===== src/rtl/viterbi_ctrl_pkg.sv =====
// viterbi_ctrl_pkg: shared state type, counter width, default parameters and saturating increment.
// Defaults for the error-burst pattern exist only when VITERBI_ERR_INJ_EN is defined.
package viterbi_ctrl_pkg;

    typedef enum logic [2:0] {IDLE, DATA, TAIL, DRAIN, DONE} state_t;

    localparam int CNT_W         = 16;
    localparam int DEF_FRAME_LEN = 64;
    localparam int DEF_TAIL_LEN  = 2;
    localparam int DEF_DEC_LAT   = 32;
`ifdef VITERBI_ERR_INJ_EN
    localparam int DEF_ENC_LAT    = 1;
    localparam int DEF_ERR_PERIOD = 32;
    localparam int DEF_ERR_BURST  = 4;
`endif

    function automatic logic [CNT_W-1:0] sat_inc(input logic [CNT_W-1:0] v, input logic [1:0] n);
        logic [CNT_W:0] s;
        s = {1'b0, v} + {{(CNT_W - 1){1'b0}}, n};
        return s[CNT_W] ? '1 : s[CNT_W-1:0];
    endfunction

endpackage


===== src/rtl/viterbi_ref_delay.sv =====
// viterbi_ref_delay: DEPTH-stage {valid,data} shift line.
// any_valid_o flags valid entries (input included) that have not yet reached the tap.
module viterbi_ref_delay #(
    parameter int DEPTH = 32
) (
    input  logic clk,
    input  logic rst,
    input  logic in_valid_i,
    input  logic in_data_i,
    output logic out_valid_o,
    output logic out_data_o,
    output logic any_valid_o
);
    logic [DEPTH-1:0] v_q, v_d, d_q, d_d;

    always_comb begin
        v_d         = DEPTH'({v_q, in_valid_i});
        d_d         = DEPTH'({d_q, in_data_i});
        any_valid_o = |v_d;
    end

    always_ff @(posedge clk or negedge rst) begin
        if (!rst) begin
            v_q <= '0;
            d_q <= '0;
        end else begin
            v_q <= v_d;
            d_q <= d_d;
        end
    end

    assign out_valid_o = v_q[DEPTH-1];
    assign out_data_o  = d_q[DEPTH-1];

endmodule


===== src/rtl/viterbi_frame_ctrl.sv =====
// viterbi_frame_ctrl: per-frame sequencer for encoder -> channel -> Viterbi decoder with error counting.
// Burst error injection is compiled in only when VITERBI_ERR_INJ_EN is defined.
module viterbi_frame_ctrl
    import viterbi_ctrl_pkg::*;
#(
    parameter int FRAME_LEN  = DEF_FRAME_LEN,
    parameter int TAIL_LEN   = DEF_TAIL_LEN,
`ifdef VITERBI_ERR_INJ_EN
    parameter int ENC_LAT    = DEF_ENC_LAT,
    parameter int ERR_PERIOD = DEF_ERR_PERIOD,
    parameter int ERR_BURST  = DEF_ERR_BURST,
`endif
    parameter int DEC_LAT    = DEF_DEC_LAT
) (
    input  logic             clk,
    input  logic             rst,
    input  logic             start_i,
    output logic             busy_o,
    output logic             done_o,
    input  logic             src_valid_i,
    input  logic             src_data_i,
    output logic             src_ready_o,
    output logic             enc_enable_o,
    output logic             enc_data_o,
    output logic [1:0]       err_mask_o,
    input  logic             dec_data_i,
    output logic [CNT_W-1:0] bit_err_ct_o,
    output logic [CNT_W-1:0] inj_err_ct_o
);
    localparam int SYM = FRAME_LEN + TAIL_LEN;
    localparam int PW  = $clog2(SYM + 1);

    state_t           state_q, state_d;
    logic             busy_q, busy_d, ready_q, ready_d, done_q, done_d;
    logic             en_q, en_d, dat_q, dat_d;
    logic [PW-1:0]    cnt_q, cnt_d;
    logic [CNT_W-1:0] bit_q, bit_d;
    logic             hs, clr, ref_v, ref_d, ref_any, mask_any;

    viterbi_ref_delay #(.DEPTH(DEC_LAT)) u_ref (
        .clk         (clk),
        .rst         (rst),
        .in_valid_i  (en_q),
        .in_data_i   (dat_q),
        .out_valid_o (ref_v),
        .out_data_o  (ref_d),
        .any_valid_o (ref_any)
    );

    always_comb begin
        hs      = ready_q & src_valid_i;
        clr     = (state_q == IDLE) & start_i;
        en_d    = hs | (state_q == TAIL);
        dat_d   = hs & src_data_i;
        state_d = state_q;
        cnt_d   = cnt_q;
        unique case (state_q)
            IDLE: begin
                state_d = start_i ? DATA : IDLE;
                cnt_d   = '0;
            end
            DATA: if (hs) begin
                cnt_d   = (cnt_q == PW'(FRAME_LEN - 1)) ? '0 : cnt_q + PW'(1);
                state_d = (cnt_q != PW'(FRAME_LEN - 1)) ? DATA : (TAIL_LEN > 0) ? TAIL : DRAIN;
            end
            TAIL: begin
                cnt_d   = (cnt_q == PW'(TAIL_LEN - 1)) ? '0 : cnt_q + PW'(1);
                state_d = (cnt_q == PW'(TAIL_LEN - 1)) ? DRAIN : TAIL;
            end
            // leave only once every transmitted bit has been compared
            DRAIN: state_d = (ref_any | mask_any) ? DRAIN : DONE;
            DONE: state_d = IDLE;
            default: state_d = IDLE;
        endcase
        busy_d  = state_d != IDLE;
        ready_d = state_d == DATA;
        done_d  = state_d == DONE;
        bit_d   = clr ? '0 : (ref_v & (dec_data_i != ref_d)) ? sat_inc(bit_q, 2'd1) : bit_q;
    end

    always_ff @(posedge clk or negedge rst) begin
        if (!rst) begin
            state_q <= IDLE;
            busy_q  <= 1'b0;
            ready_q <= 1'b0;
            done_q  <= 1'b0;
            en_q    <= 1'b0;
            dat_q   <= 1'b0;
            cnt_q   <= '0;
            bit_q   <= '0;
        end else begin
            state_q <= state_d;
            busy_q  <= busy_d;
            ready_q <= ready_d;
            done_q  <= done_d;
            en_q    <= en_d;
            dat_q   <= dat_d;
            cnt_q   <= cnt_d;
            bit_q   <= bit_d;
        end
    end

    assign busy_o       = busy_q;
    assign src_ready_o  = ready_q;
    assign done_o       = done_q;
    assign enc_enable_o = en_q;
    assign enc_data_o   = dat_q;
    assign bit_err_ct_o = bit_q;

`ifdef VITERBI_ERR_INJ_EN
    logic [PW-1:0]    pos_q, pos_d;
    logic [CNT_W-1:0] inj_q, inj_d;
    logic             raw, m_v, m_d;

    viterbi_ref_delay #(.DEPTH(ENC_LAT)) u_mask (
        .clk         (clk),
        .rst         (rst),
        .in_valid_i  (en_q),
        .in_data_i   (raw),
        .out_valid_o (m_v),
        .out_data_o  (m_d),
        .any_valid_o (mask_any)
    );

    assign err_mask_o   = {1'b0, m_v & m_d};
    assign inj_err_ct_o = inj_q;

    always_comb begin
        raw   = 32'(pos_q) % ERR_PERIOD >= ERR_PERIOD - ERR_BURST;
        pos_d = clr ? '0 : en_q ? pos_q + PW'(1) : pos_q;
        inj_d = clr ? '0 : sat_inc(inj_q, {1'b0, err_mask_o[1]} + {1'b0, err_mask_o[0]});
    end

    always_ff @(posedge clk or negedge rst) begin
        if (!rst) begin
            pos_q <= '0;
            inj_q <= '0;
        end else begin
            pos_q <= pos_d;
            inj_q <= inj_d;
        end
    end
`else
    assign err_mask_o   = 2'b00;
    assign inj_err_ct_o = '0;
    assign mask_any     = 1'b0;
`endif

endmodule


===== config.mk =====
export PLATFORM = sky130hd
export DESIGN_NAME = viterbi_frame_ctrl
export DESIGN_NICKNAME = d
export VERILOG_FILES = /design/src/rtl/viterbi_ctrl_pkg.sv /design/src/rtl/viterbi_ref_delay.sv /design/src/rtl/viterbi_frame_ctrl.sv
export SDC_FILE = /design/constraint.sdc
export NUM_CORES = 1
export LEC_CHECK = 0
export BUFFER_PORTS_ARGS = -buffer_cell sky130_fd_sc_hd__buf_2
export CAP_MARGIN = 30
export CORE_ASPECT_RATIO = 0.75
export CORE_MARGIN = 1.5
export CORE_UTILIZATION = 56
export CTS_BUF_LIST = sky130_fd_sc_hd__clkbuf_16
export DETAILED_ROUTE_END_ITERATION = 8
export PLACE_DENSITY = 0.78
export SYNTH_ARGS = -nofsm -noshare
export SYNTH_HDL_FRONTEND = slang
export SYNTH_SLANG_ARGS = --single-unit

===== constraint.sdc =====
create_clock -name clk -period 2.5 [get_ports clk]
set_input_delay 0.25 -clock clk [delete_from_list [all_inputs] [get_ports clk]]
set_output_delay 0.25 -clock clk [all_outputs]
set_load 0.02 [all_outputs]

# After elaboration in Yosys (flattened, before gate mapping)
# Cells that the tools add are included.
[word_totals]
register_bits = 95
inputBits = 6
word_cells = 46
[op_classes]
add_sub_neg = 2
n_eq_ne = 10
muxes = 13
n_bitwise = 5
n_reduce_logical = 6
[op_table]
columns = ["op", "count"]
rows = [
  ["$mux W16", 3],
  ["$reduce_or A32 Y1", 1],
  ["$mux W7", 3],
  ["$pmux W7 S3", 1],
  ["$add A16 B1 Y17 const B", 1],
  ["$pmux W3 S4", 1],
  ["$add A7 B1 Y7 const B", 1],
  ["$eq A7 B1 Y1 const B", 1],
  ["$eq A7 B6 Y1 const B", 1],
  ["$ne A7 B6 Y1 const B", 1],
  ["$eq A3 B1 Y1 const B", 2],
  ["$eq A3 B2 Y1 const B", 2],
  ["$mux W3", 2],
  ["$reduce_bool A3 Y1", 2],
  ["$and A1 B1 Y1", 4],
  ["$eq A3 B3 Y1 const B", 1],
  ["$logic_not A3 Y1", 1],
  ["$mux W1", 2],
  ["$mux W2", 1],
  ["$ne A2 B2 Y1 const B", 1],
  ["$reduce_and A2 Y1", 1],
  ["$reduce_bool A2 Y1", 1],
  ["$ne A1 B1 Y1", 1],
  ["$or A1 B1 Y1", 1],
]

# Depth between registers and ports, before layout
# Gate-level depths: netlist (run 1).
[depth]
ltp_word = 5
mapped_depth = 6

# Hierarchy
# A second synthesis (run 1) with hierarchy kept.
[unflattened]
hier_cells = 269
area_unflattened_um2 = 3493.4
[by_module_without_submodules]
columns = ["module", "instances", "cells_each", "area_each_um2"]
rows = [
  ["viterbi_frame_ctrl", 1, 194, 1816.7],
  ["viterbi_ref_delay", 1, 75, 1676.6],
]

# Worst setup path after synthesis (run 1)
# OpenSTA, ideal clock, no wires.
[synth_path]
path_type = "reg-to-reg"
from = "reg bit_q[0] (netlist: bit_err_ct_o[0])"
to = "reg bit_q[9] (netlist: bit_err_ct_o[9])"
setup_time_ns = 0.099
t_arrival_ns = 1.841
required_ns = 2.401
setup_slack_ns = 0.560
path_stages_with_launch = 6
path_buffers = 0
synth_period_minus_slack_ns = 1.940
cell_sequence = "dfrtp_1 > ha_1 > nand3_1 > nor4_1 > nand2_1 > a311oi_1"
[synth_between]
elab_chain_cells = 4
[synth_rtl]
columns = ["item", "line_no", "rtl"]
rows = [
  ["start: declaration", "viterbi_frame_ctrl.sv:37", "logic [CNT_W-1:0] bit_q, bit_d;"],
  ["start signal: assignment", "viterbi_frame_ctrl.sv:99", "bit_q <= bit_d;"],
  ["$add A16 B1 Y17", "viterbi_ctrl_pkg.sv:19", "s = {1'b0, v} + {{(CNT_W - 1){1'b0}}, n};"],
  ["$mux W16", "viterbi_ctrl_pkg.sv:20", "return s[CNT_W] ? '1 : s[CNT_W-1:0];"],
  ["$mux W16 (2 in series)", "viterbi_frame_ctrl.sv:78", "bit_d = clr ? '0 : (ref_v & (dec_data_i != ref_d)) ? sat_inc(bit_q, 2'd1) : bit_q;"],
]
# Every way passes these cells. The select of a mux whose other input is x is not followed.
# A chain may end at the register's enable or synchronous reset.

# Worst setup path after layout (run 1)
# Same ends and word-level chain as after synthesis.

==> summary.md, run 1 <==
| Metric | Value |
|---|---|
| Final wirelength | `6317 µm` |
| Critical path's largest stage delay | `0.48 ns` |
| Avg Cell Area, Syn | `12.97 µm²` |
| GP Congestion | `0.9096` |
| Final setup fails | `0` |
| Drt pass-1 iters | `4` |
| Required @ worst endpoint | `2.73 ns` |
| Ys Warns | `0` |
| CP max FO | `8` |
| Ys async rst share | `100.0%` |
| Met3 Use GR | `5.520%` |
| Die area | `0.006719 mm²` |
| Post-Synthesis Cells | `269` |
| Number of buffers created by CTS | `9` |
| H-tree levels | `3` |
| Remaining antenna violation count | `0` |
| Worst setup SP type | `register` |
| DRC Markers | `0` |
| Worst skew pair latency | `0.34 ns` |
| F_max | `489.8 MHz` |
| Sequence of cells on the critical path | `ha_1, nand3_1, nor4_2, nand2_1, a311oi_1` |
| Final hold vios | `0` |
| Via count | `2232` |
| Area growth from synthesis to layout | `13.95%` |
| WP data arrival | `2.27 ns` |
| RSZ-0062 raised after global routing | `no` |
| Tot Pwr | `3.941 mW` |
| Maxcap violations | `0` |
| Final period utilization | `81.67%` |
| Total core area | `0.005916 mm²` |
| Die Span Y | `71.37 µm` |
| Largest net degree at the start of global routing | `52` |
| IO Pins | `45` |
| Pwr/cell area | `991.1 mW/mm²` |
| Sum Neg Setup Slack | `0 ns` |
| Initial antenna violation count | `0` |
| Final WS setup | `0.4583 ns` |
| # fillers | `423` |
| CTS tree | `built` |
| Status | `complete, no violations` |
| Synth unique cells | `44` |
| Starting Density | `58.99%` |
| Critical path's top delay family | `simple AND/OR/NAND/NOR gates` |
| Hold WC Path Type | `in2reg` |
| 1st-iter DRT viols | `138` |
| CTS root buf | `clkbuf_16` |
| Leakage | `1.826 nW` |
| Ys flop type | `dfrtp_1` |
| R2R Setup Slk | `0.46 ns` |
| Mapped cell area | `0.003490 mm²` |
| # diodes | `0` |
| Buffers & Inverters on Critical Path | `0` |
| Synth Register Bits | `95` |
| Number of global-route vias before repair | `2200` |
| DP Wirelength | `4185 µm` |
| Post-synth EDFFs | `0` |
| # port buffers | `26` |
| Vias/cell | `5.738` |
| CP Class | `reg2reg` |
| Max Slew Vio Count | `0` |
| Peak supply drop | `0.0006077 V` |
| Seq/Total Area, Yosys | `68.12%` |
| Rows | `24` |
| First-pass GRT wire length | `10540 µm` |
| Post-place setup slack | `0.3455 ns` |
| Share of cells above drive strength 1 | `16.40%` |
| Met1 Usage GRT | `28.87%` |
| GRT Total Usage | `21.00%` |
| Worst path slowest cell | `dfrtp_1` |
| Slew at the pin closest to its max-slew limit | `0.6427 ns` |
| Final Util | `67.22%` |
| Grt peak-use layer | `met2` |
| Crit end category | `register` |
| Clock sinks | `95` |
| Slew margin rel. | `56.57%` |
| Final Skew | `0.005223 ns` |
| Wirelength per Cell | `16.24 µm` |
| Deepest clock path buffer count | `2` |
| Overflow after GRT | `0` |
| Die span in x | `94.15 µm` |
| Post-CTS Setup Inserts | `0` |
| Tmin final | `2.042 ns` |
| M2 GR Usage | `30.70%` |
| Nets | `315` |
| Area occupied by multi-input gates | `0.001013 mm²` |
| Register area | `0.002377 mm²` |
| Reg clk slew, reported paths | `0.07 ns` |
==> layout by cell type (no fill, tap or decap), drive strengths merged, types with 2 or more instances in the layout <==
cell type / n
ha: 3
nand2: 13
and4: 6
nor4b: 3
nor4: 11
nand3: 7
o2111ai: 2
o31ai: 4
nor2: 9
clkbuf: 9
and3: 9
nand3b: 2
nor3: 4
a21oi: 8
a311oi: 2
nor2b: 2
a31oi: 11
o21ai: 13
nand2b: 3
or3: 2
a41oi: 2
or2: 2
buf: 29
nand4: 5
inv: 11
or4: 2
conb: 18
a21boi: 2
a211oi: 3
o211ai: 3
dfrtp: 95
xor2: 3
==> sequential cells by signal, summed over array words and instances, names as in the netlist, 3 cells and up <==
register and flops:
u_ref.d_q 32, u_ref.v_q 32, bit_err_ct_o 16, cnt_q 7, state_q 3
==> path summary, 6_finish.rpt <==
path | end | depth (start not counted) | startpoint
max in group asynchronous | src_ready_o | 3 | rst
min reg2reg | u_ref.d_q[23] | 0 | u_ref.d_q[22]
min | enc_data_o | 2 | src_data_i
min in group asynchronous | u_ref.d_q[23] | 2 | rst
max | bit_err_ct_o[9] | 5 | bit_err_ct_o[0]
max reg2reg | bit_err_ct_o[9] | 5 | bit_err_ct_o[0]
==> final cells by class <==
cell class	count	area share (%)
Sequential cell	95	59.79
Multi-Input combinational cell	164	25.49
Clock buffer	9	5.664
Timing Repair Buffer	30	4.468
Tap cell	78	2.454
Clock inverter	7	1.573
Inverter	6	0.5664
==> power by group <==
group | switching (mW) | internal, mW | total [mW]
logic | 0.394 | 0.239 | 0.633
clock network | 0.594 | 0.696 | 1.29
registers | 0.230 | 1.79 | 2.02
total | 1.22 | 2.72 | 3.94
==> cell families (layout without fill, tap and decap cells) <==
kind of cell,Yosys count,in the layout,synth area share (%)
flops,95,95,68.12
simple gates,85,85,14.81
compound gates,54,54,10.04
buf+inv,27,52,4.840
xor+xnor,4,4,1.004
fa+ha+maj,3,3,1.076
other cells,1,18,0.1075
==> worst reg2reg max path, stage by stage (launching register included) <==
cell	delay, ns
dfrtp_1	0.48
ha_1	0.26
nand3_1	0.11
nor4_2	0.46
nand2_1	0.30
a311oi_1	0.35
==> metal layers <==
layer | wire [µm] | vias up
li1 | - | 1040
met1 | 2962 | 1122
met2 | 2973 | 62
met3 | 308 | 8
met4 | 73 | 0
met5 | 0 | -
==> synthesized netlist by cell type, types with 4 or more instances <==
master / n / share of area [%]
dfrtp_1: 95 / 68
buf_4: 18 / 3.9
nand2_1: 13 / 1.4
o21ai_0: 13 / 1.9
a31oi_1: 11 / 2.0
nor4_1: 11 / 2.0
and3_1: 9 / 1.6
nor2_1: 9 / 0.97
a21oi_1: 8 / 1.1
nand3_1: 7 / 1.0
and4_1: 6 / 1.5
inv_1: 6 / 0.65
nand4_1: 5 / 0.90
nor3_1: 4 / 0.57
o31ai_1: 4 / 0.86
==> metrics by stage <==
step | hold WS (ns) | area, µm² | instances
finish | 0.1668 | 3976 | 389
global route | 0.1501 | 3976 | 389
CTS | 0.1584 | 3970 | 389
floorplan | -0.04559 | 3553 | 286
global placement | 0.2828 | 3672 | 372
detailed placement | 0.2934 | 3672 | 372
==> what timing repair did <==
action                     CTS  global route
setup endpoints to repair    0             2
hold endpoints to repair    44             0
hold buffers                 1             0
gates resized for setup      0             1
(Power assumes the default switching activity.)
==> run 2: changes to the inputs <==
==> constraint.sdc (replaced) <==
create_clock -name clk -period 2.1 [get_ports clk]
set_input_delay 0.21 -clock clk [delete_from_list [all_inputs] [get_ports clk]]
set_output_delay 0.21 -clock clk [all_outputs]
set_load 0.02 [all_outputs]
==> run 2 against run 1 <==
Setup slack got worse by 0.25 ns. Total power rose by 18%. Register-to-register slack got worse by 0.25 ns. Global-route usage fell by 0.48 points. Fmax rose by 7.8%. Via count did not move. Critical endpoint is now bit_err_ct_o[11]. Sequential cell count did not move. Clock skew rose by 0.0014 ns. Critical path type unchanged.
==> summary.md, run 2 (synthesis results as in run 1) <==
| Metric | Value |
|---|---|
| Status | `complete, no violations` |
| DRC Markers | `0 (unchanged)` |
| RSZ-0062 raised after global routing | `no` |
| F_max | `528.0 MHz (+7.8%)` |
| Tot Pwr | `4.668 mW (+18%)` |
| H-tree levels | `3 (unchanged)` |
| Initial antenna violation count | `0 (unchanged)` |
| CP Class | `reg2reg` |
| Hold path start | `src_data_i` |
| Maxcap violations | `0 (unchanged)` |
| CP max FO | `5 (-3)` |
| Reg2reg path depth | `4 (-1)` |
| Final Skew | `0.006651 ns (+0.001428 ns)` |
| Worst skew pair latency | `0.34 ns (about the same)` |
| Worst Hold End | `enc_data_o` |
| Area occupied by multi-input gates | `0.001007 mm² (-0.62%)` |
| CTS tree | `built` |
| Leakage | `1.841 nW (+0.84%)` |
| Nets | `319 (+1.3%)` |
| GRT Total Usage | `20.51% (-0.48 points)` |
| Number of global-route vias before repair | `2130 (-3.2%)` |
| FF-to-FF Start | `u_ref.d_q[31]` |
| Reg clk slew, reported paths | `0.07 ns (about the same)` |
| Most common cell after layout, fill and taps aside | `dfrtp_1` |
| IO Pins | `45 (unchanged)` |
| Starting Density | `58.99% (unchanged)` |
| Remaining antenna violation count | `0 (unchanged)` |
| Overflow after GRT | `0 (unchanged)` |
| Via count | `2232 (unchanged)` |
| Crit. Startpoint | `u_ref.d_q[31]` |
| # fillers | `418 (-1.2%)` |
| Tmin final | `1.894 ns (-0.1478 ns)` |
| GP Congestion | `0.9067 (-0.32%)` |
| Die Span Y | `71.37 µm (unchanged)` |
| Sum Neg Setup Slack | `0 ns (unchanged)` |
| 1st-iter DRT viols | `89 (-36%)` |
| Share of cells above drive strength 1 | `16.83% (+0.43 points)` |
| Die area | `0.006719 mm² (unchanged)` |
| Deepest clock path buffer count | `2 (unchanged)` |
| Number of buffers created by CTS | `9 (unchanged)` |
| # port buffers | `26 (unchanged)` |
| CTS root buf | `clkbuf_16` |
| Max Slew Vio Count | `0 (unchanged)` |
| Post-CTS sizing | `0 (unchanged)` |
| Peak supply drop | `0.0007429 V (+22%)` |
| # diodes | `0 (unchanged)` |
| Wirelength per Cell | `15.73 µm (-3.2%)` |
| DP Wirelength | `4007 µm (-4.3%)` |
| Final period utilization | `90.18% (+8.5 points)` |
| Rows | `24 (unchanged)` |
| Largest net degree at the start of global routing | `51 (-1.9%)` |
| Die span in x | `94.15 µm (unchanged)` |
| Hold Path Depth | `2 (unchanged)` |
| Most frequent cells in the layout | `dfrtp_1 (95), buf_2 (25), conb_1 (18)` |
| Register area | `0.002377 mm² (unchanged)` |
| First-pass GRT wire length | `10390 µm (-1.4%)` |
| R2R Setup Slk | `0.21 ns (-0.25 ns)` |
| Final setup fails | `0 (unchanged)` |
| WP data arrival | `2.15 ns (-0.12 ns)` |
| Hold WC Path Type | `in2reg` |
| Crit end category | `register` |
| Clock sinks | `95 (unchanged)` |
| Worst setup SP type | `register` |
| Area growth from synthesis to layout | `14.38%` |
| Final wirelength | `6180 µm (-2.2%)` |
| Pwr/cell area | `1170 mW/mm² (+18%)` |
| Vias/cell | `5.679 (-1.0%)` |
| Total core area | `0.005916 mm² (unchanged)` |
| Reg2Reg Capture Point | `bit_err_ct_o[11]` |
| Required @ worst endpoint | `2.36 ns (-0.37 ns)` |
| Drt pass-1 iters | `4 (unchanged)` |
| Final hold vios | `0 (unchanged)` |
## run 2: worst max path at each step
stage / to / slack (ns) / cells after the start
2_1_floorplan: bit_err_ct_o[9] / 0.16 / 5
3_3_place_gp: bit_err_ct_o[11] / 0.25 / 4
3_5_place_dp: bit_err_ct_o[11] / 0.21 / 4
4_1_cts: bit_err_ct_o[11] / 0.22 / 4
5_1_grt: bit_err_ct_o[9] / 0.06 / 5
6_report: bit_err_ct_o[11] / 0.21 / 4
## run 2: worst max-delay path, cell delays in order, from the launching register on
cell and delay (ns):
dfrtp_1 0.40, xnor2_1 0.19, or4b_4 0.59, or4_1 0.48, a31oi_1 0.16
## run 2: power by group
group	internal [mW]	leakage [nW]	switching [mW]	total, mW
Clock	0.812	0.134	0.688	1.50
Sequential	2.13	1.18	0.271	2.40
Combinational	0.301	0.525	0.468	0.769
## run 2: per-stage QoR
step           instances  setup WS, ns  utilization, %  hold WS, ns  area, µm²
2_1_floorplan        286        0.1600               -     -0.08559       3553
3_3_place_gp         376        0.2526           62.58      0.08104       3702
3_5_place_dp         376        0.2106           62.58      0.08102       3702
4_1_cts              393        0.2160           67.47       0.1274       3991
5_1_grt              393       0.06151           67.47       0.1254       3991
6_report             393        0.2062           67.47       0.1329       3991
## run 2: area by class of cell
type	count	share of cell area, %
Clock buffer	9	5.643
Tap cell	78	2.445
Inverter	6	0.5643
Multi-Input combinational cell	164	25.24
Timing Repair Buffer	34	5.204
Sequential cell	95	59.56
Clock inverter	7	1.348
## run 2: routing by layer
layer	track usage, %	vias to the layer above	part of all wire (%)
met5	0	-	0
met4	7.794	0	1.1
met3	6.157	8	5.5
met2	28.70	60	45
met1	30.50	1121	49
li1	-	1043	-
## run 2: what timing repair did
| item | in CTS | in global routing |
|---|---|---|
| buffers inserted | 0 | 0 |
| hold endpoints to repair | 13 | 0 |
| hold buffers | 1 | 0 |
